**src/rtl/encoder_8to3_req_if.sv**
```systemverilog
// Handshake/bus bundle for encoder_8to3_req: request capture inputs and
// the valid/ready code output towards the consumer.
interface encoder_8to3_req_if;
    logic       en;
    logic [7:0] req_n;
    logic       ready;
    logic       A;
    logic       B;
    logic       C;
    logic       valid;
    logic       any_pend;
    logic       ovf;

    modport master (
        output en, req_n, ready,
        input  A, B, C, valid, any_pend, ovf
    );

    modport slave (
        input  en, req_n, ready,
        output A, B, C, valid, any_pend, ovf
    );
endinterface

```
**src/rtl/encoder_8to3_req.sv**
```systemverilog
// Registered 8-to-3 request encoder with pending register and valid/ready output.
// Define ROUND_ROBIN_EN for rotating priority; default is fixed priority (bit 7 highest).
module encoder_8to3_req #(
    parameter int unsigned SYNC_STAGES = 2,
    parameter int unsigned EDGE        = 1
) (
    input logic               clk,
    input logic               rst,
    encoder_8to3_req_if.slave bus
);

    typedef enum logic {IDLE, PRESENT} state_t;

    state_t     state_q, state_d;
    logic [7:0] s;
    logic [7:0] prev_q;
    logic [7:0] pending_q;
    logic [2:0] idx_q, idx_d;
    logic       valid_q, valid_d;
    logic       ovf_q;
    logic [7:0] set;
    logic [7:0] clr;
    logic       handshake;
    logic       ovf_hit;
    logic [2:0] start;
    logic [2:0] sel_idx;
    logic [2:0] cand;
    logic       found;

    generate
        if (SYNC_STAGES == 0) begin : g_nosync
            assign s = bus.req_n;
        end else begin : g_sync
            logic [7:0] sync_q [SYNC_STAGES];
            always_ff @(posedge clk) begin
                if (rst) begin
                    for (int unsigned i = 0; i < SYNC_STAGES; i++) sync_q[i] <= '1;
                end else begin
                    sync_q[0] <= bus.req_n;
                    for (int unsigned i = 1; i < SYNC_STAGES; i++) sync_q[i] <= sync_q[i-1];
                end
            end
            assign s = sync_q[SYNC_STAGES-1];
        end
    endgenerate

    // prev and the sync chain both reset to all-ones so release never looks like an edge
    always_ff @(posedge clk) begin
        if (rst) prev_q <= '1;
        else     prev_q <= s;
    end

`ifdef ROUND_ROBIN_EN
    logic [2:0] last_q;
    always_ff @(posedge clk) begin
        if (rst)            last_q <= '0;
        else if (handshake) last_q <= idx_q;
    end
    assign start = last_q - 3'd1;
`else
    assign start = 3'd7;
`endif

    assign handshake = valid_q & bus.ready;
    assign clr       = handshake ? (8'b1 << idx_q) : '0;
    assign set       = bus.en ? ((EDGE != 0) ? (prev_q & ~s) : ~s) : '0;
    assign ovf_hit   = (EDGE != 0) && (|(set & pending_q & ~clr));

    // Descending search from start, wrapping 0 -> 7; the first hit wins
    always_comb begin
        sel_idx = '0;
        found   = 1'b0;
        cand    = '0;
        for (int unsigned k = 0; k < 8; k++) begin
            cand = start - 3'(k);
            if (!found && pending_q[cand]) begin
                sel_idx = cand;
                found   = 1'b1;
            end
        end
    end

    always_comb begin
        state_d = state_q;
        valid_d = valid_q;
        idx_d   = idx_q;
        case (state_q)
            IDLE: begin
                if (|pending_q) begin
                    idx_d   = sel_idx;
                    valid_d = 1'b1;
                    state_d = PRESENT;
                end
            end
            PRESENT: begin
                if (bus.ready) begin
                    valid_d = 1'b0;
                    state_d = IDLE;
                end
            end
            default: begin
                valid_d = 1'b0;
                state_d = IDLE;
            end
        endcase
    end

    always_ff @(posedge clk) begin
        if (rst) begin
            state_q   <= IDLE;
            pending_q <= '0;
            idx_q     <= '0;
            valid_q   <= 1'b0;
            ovf_q     <= 1'b0;
        end else begin
            state_q   <= state_d;
            pending_q <= (pending_q & ~clr) | set;
            idx_q     <= idx_d;
            valid_q   <= valid_d;
            ovf_q     <= ovf_q | ovf_hit;
        end
    end

    assign bus.A        = idx_q[2];
    assign bus.B        = idx_q[1];
    assign bus.C        = idx_q[0];
    assign bus.valid    = valid_q;
    assign bus.any_pend = |pending_q;
    assign bus.ovf      = ovf_q;

endmodule
```
**src/flat_wrapper.sv**
```systemverilog
// flat-port wrapper written by rule: the top's interface ports become plain ports
module encoder_8to3_req_flat 
#(
    parameter int unsigned SYNC_STAGES = 2,
    parameter int unsigned EDGE        = 1
)
  (clk, rst, bus_en, bus_req_n, bus_ready, bus_A, bus_B, bus_C, bus_valid, bus_any_pend, bus_ovf);
  encoder_8to3_req_if bus_i ();
  input logic clk;
  input logic rst;
  input wire logic [$bits(bus_i.en)-1:0] bus_en;
  input wire logic [$bits(bus_i.req_n)-1:0] bus_req_n;
  input wire logic [$bits(bus_i.ready)-1:0] bus_ready;
  output wire logic [$bits(bus_i.A)-1:0] bus_A;
  output wire logic [$bits(bus_i.B)-1:0] bus_B;
  output wire logic [$bits(bus_i.C)-1:0] bus_C;
  output wire logic [$bits(bus_i.valid)-1:0] bus_valid;
  output wire logic [$bits(bus_i.any_pend)-1:0] bus_any_pend;
  output wire logic [$bits(bus_i.ovf)-1:0] bus_ovf;
  assign bus_i.en = bus_en;
  assign bus_i.req_n = bus_req_n;
  assign bus_i.ready = bus_ready;
  assign bus_A = bus_i.A;
  assign bus_B = bus_i.B;
  assign bus_C = bus_i.C;
  assign bus_valid = bus_i.valid;
  assign bus_any_pend = bus_i.any_pend;
  assign bus_ovf = bus_i.ovf;
  encoder_8to3_req #(.SYNC_STAGES(SYNC_STAGES), .EDGE(EDGE)) u_core (.clk(clk), .rst(rst), .bus(bus_i));
endmodule
```
**config.mk**
```make
export PLATFORM = sky130hd
export DESIGN_NAME = encoder_8to3_req_flat
export DESIGN_NICKNAME = d
export VERILOG_FILES = /design/src/rtl/encoder_8to3_req_if.sv /design/src/rtl/encoder_8to3_req.sv /design/src/flat_wrapper.sv
export SDC_FILE = /design/constraint.sdc
export NUM_CORES = 1
export LEC_CHECK = 0
export ABC_AREA = 1
export BUFFER_PORTS_ARGS = -buffer_cell sky130_fd_sc_hd__buf_4
export CORE_MARGIN = 2
export CORE_UTILIZATION = 26
export DETAILED_ROUTE_END_ITERATION = 6
export SLEW_MARGIN = 30
export SYNTH_ARGS = -nofsm -noshare
export SYNTH_HDL_FRONTEND = slang
export SYNTH_SLANG_ARGS = --single-unit
```
**constraint.sdc**
```tcl
create_clock -name clk -period 1.4 [get_ports clk]
set_input_delay 0.07 -clock clk [delete_from_list [all_inputs] [get_ports clk]]
set_output_delay 0.07 -clock clk [all_outputs]
set_load 0.03 [all_outputs]
```
==> results_tabular.tex <==
\begin{tabular}{lr}
\hline
Metric & Value \\
\hline
\multicolumn{2}{l}{\textbf{Timing}} \\
\quad Max\_slew headroom & 81.9\% \\
\quad Portion of the clock cycle consumed by the worst path in the final layout & 93.7\% \\
\quad Setup repair after global routing missed its margin & no \\
\quad Achievable Freq & 0.762 GHz \\
\quad Final-layout setup total negative slack & 0 ns \\
\quad Number of endpoints failing setup at the final stage & 0 \\
\quad Transition at the pin with the smallest max-transition slack & 0.269 ns \\
\quad Count of pins over their slew limit & 0 \\
\quad Max Clock Skew & 0.00353 ns \\
\quad Post-route worst setup slack & 0.0884 ns \\
\quad Final number of hold-violating endpoints & 0 \\
\quad Shortest period the worst path allows & 1.31 ns \\
\multicolumn{2}{l}{\textbf{Clock tree}} \\
\quad CTS Buffer Depth & 2 \\
\quad Worst-Skew Late Latency & 0.28 ns \\
\quad Htree depth & 2 \\
\quad Total number of clock tree sinks & 38 \\
\quad TritonCTS clock tree & yes \\
\quad CTS Root Cell & clkbuf\_8 \\
\quad Cts bufs inserted & 5 \\
\quad Clock transition time at the flip-flop clock pins of the worst setup and hold paths & 0.07 ns \\
\multicolumn{2}{l}{\textbf{Finish}} \\
\quad Post-route core utilization & 34.5\% \\
\quad Most common cell after layout, fill and taps aside & nand2\_1 \\
\quad Share of cells above drive strength 1 & 23.9\% \\
\quad Growth of design area from synthesis to finish & 28.0\% \\
\quad Net count, final & 220 \\
\quad Non-filler cells, final & 279 \\
\quad Commonest cells after routing, fill and taps aside & nand2\_1 (43), dfxtp\_1 (38), inv\_1 (23) \\
\quad Count of antenna diodes in the layout & 0 \\
\multicolumn{2}{l}{\textbf{Power}} \\
\quad Power consumption & 2.24 mW \\
\quad Leak & 0.773 nW \\
\quad Cell area power density & 1260 nW/um\^{}2 \\
\quad Worst supply voltage drop on vdd & 0.000606 V \\
\multicolumn{2}{l}{\textbf{Worst setup path}} \\
\quad Critical path class & reg2out \\
\quad Sum of buffers and inverters on the critical path & 2 \\
\quad Required time reported for the critical path endpoint & 1.33 ns \\
\quad CP delay by family, top & simple AND/OR/NAND/NOR gates \\
\quad Maximum fanout along the worst path & 4 \\
\quad Type of origin of the critical path & register \\
\quad Longest individual stage delay on the worst path & 0.34 ns \\
\quad Critical-path cell with the highest stage delay & dfxtp\_1 \\
\quad CP Capture Type & primary output \\
\quad Critical path cell sequence & nor2\_2 > nand3\_2 > nor2\_2 > inv\_1 > buf\_4 \\
\quad Critical Path Most Common Cell & nor2\_2 \\
\quad Worst EP arrival & 1.24 ns \\
\multicolumn{2}{l}{\textbf{Route}} \\
\quad Routed wire per std cell & 8.67 microns \\
\quad Avg Vias per Cell & 3.97 \\
\quad DRC violation count after routing & 0 \\
\quad Post-DRT Antenna Nets & 0 \\
\quad Number of vias after detailed routing & 1108 \\
\quad Wire length reported by the detailed router & 2.42 mm \\
\quad Detailed Route Iter0 Violations & 49 \\
\quad Initial DRT Pass Iterations & 4 \\
\multicolumn{2}{l}{\textbf{Worst hold path}} \\
\quad Kind of path behind the tightest hold check & in2reg \\
\multicolumn{2}{l}{\textbf{Logic synthesis}} \\
\quad Seq/Total Area, Yosys & 54.8\% \\
\quad Warnings from Yosys & 0 \\
\quad Netlist area before placement & 1390 sq um \\
\quad Synthesized net count & 191 \\
\quad Post-synthesis area per instance & 7.75 sq um \\
\quad Mapped Cells & 179 \\
\quad Flops \& latches, synth & 38 \\
\quad Distinct cell type count after synthesis & 16 \\
\multicolumn{2}{l}{\textbf{Status}} \\
\quad Result of the run & finished, final reports clean \\
\multicolumn{2}{l}{\textbf{Global route}} \\
\quad Maximum number of pins on one net before global-route repair & 30 \\
\quad Global-route total usage across every layer & 8.85\% \\
\quad Number of global-route vias before repair & 1012 \\
\quad Overall overflow remaining after global route & 0 \\
\quad Wire length of the first global-routing pass & 4.25 mm \\
\quad Initial antenna violation count & 0 \\
\multicolumn{2}{l}{\textbf{Floorplan}} \\
\quad Starting Density & 27.0\% \\
\quad Die width & 77.1 microns \\
\quad Die height & 77.1 microns \\
\quad Top-level I/O count & 18 \\
\quad Standard cell core area & 5140 sq um \\
\quad Area of the die & 5940 sq um \\
\quad \# rows & 26 \\
\multicolumn{2}{l}{\textbf{Placement}} \\
\quad Placed instance count & 262 \\
\quad Final Wtd Congestion & 0.872 \\
\quad Post-placement worst setup slack & 0.165 ns \\
\quad Detail Placement HPWL & 1.77 mm \\
\quad I/O Buffers & 17 \\
\multicolumn{2}{l}{\textbf{Job}} \\
\quad Number of maximum-capacitance violations & 0 \\
\hline
\end{tabular}
## per-stage QoR
| step | area, sq um | hold WS [ns] |
|---|---|---|
| floorplan | 1390 | 0.174 |
| global placement | 1590 | 0.255 |
| detailed placement | 1590 | 0.256 |
| CTS | 1760 | 0.0632 |
| global route | 1780 | 0.0754 |
| finish | 1780 | 0.0665 |
## power by group
part / internal (mW) / switching (mW)
Clock: 0.395 / 0.372
Sequential: 1.14 / 0.0349
Combinational: 0.128 / 0.168
Total: 1.66 / 0.575
## cells in the mapped netlist
master / number / area (sq um)
nand3_1: 10 / 50.1
dfxtp_1: 38 / 761
nand4_1: 1 / 6.26
o21ai_2: 1 / 8.76
clkbuf_1: 2 / 7.51
nor2_2: 1 / 6.26
clkinv_1: 1 / 3.75
buf_2: 2 / 10.0
inv_1: 23 / 86.3
a21oi_1: 13 / 65.1
a21oi_2: 1 / 8.76
nand2_1: 43 / 161
or2_2: 17 / 106
o21ai_0: 2 / 10.0
nor2_1: 23 / 86.3
nand3_2: 1 / 10.0
## area by class of cell
type | instances | area, sq um
clock buffers | 6 | 82.6
repair buffers | 26 | 215
clock inverters | 2 | 12.5
flip-flops and latches | 38 | 761
multi-input cells | 113 | 527
fillers | 567 | 3360
inverters | 24 | 90.1
well taps | 70 | 87.6
## kinds of logic (layout without fill, tap and decap cells)
group	after synthesis	count (layout)	synth area share, %
simple gates	96	96	30.7
buf+inv	28	58	7.75
flops	38	38	54.8
compound gates	17	17	6.67
## path summary, 6_finish.rpt
kind / slack [ns] / to / cells past startpoint / from
worst max register to register: 0.18 / u_core.idx_q[0] / 7 / u_core.pending_q[7]
worst max-delay path: 0.09 / bus_any_pend / 5 / u_core.pending_q[7]
worst min-delay path: 0.07 / u_core.bus.valid / 4 / bus_ready
worst min register to register: 0.41 / u_core.g_sync.sync_q[0][15] / 1 / u_core.g_sync.sync_q[0][7]
## state kept, by name, indices dropped and copies added (netlist names)
name and flops:
u_core.g_sync.sync_q 16, u_core.pending_q 8, u_core.prev_q 8, u_core.idx_q 3, u_core.bus.ovf 1, u_core.bus.valid 1, u_core.state_q 1
## timing repair
item | 4_1_cts | 5_1_grt
buffers inserted | 0 | 1
resized for setup | 0 | 3
hold buffers | 8 | 0
hold endpoints to repair | 8 | 0
endpoints found under the setup margin | 0 | 2
## tightest hold or removal path, cell delays in order
cell and delay (ns):
buf_4 0.09, nand2_1 0.04, nand2_1 0.07, nor2_1 0.04
## layer usage
metal	global-route usage, %	vias to the layer above	part of all wire (%)
met2	14.8	17	46
met5	0	-	0
met3	3.18	5	4.0
li1	-	601	-
met1	10.6	485	49
met4	2.68	0	1.1
Note: power is estimated with default switching activity, not from simulation.
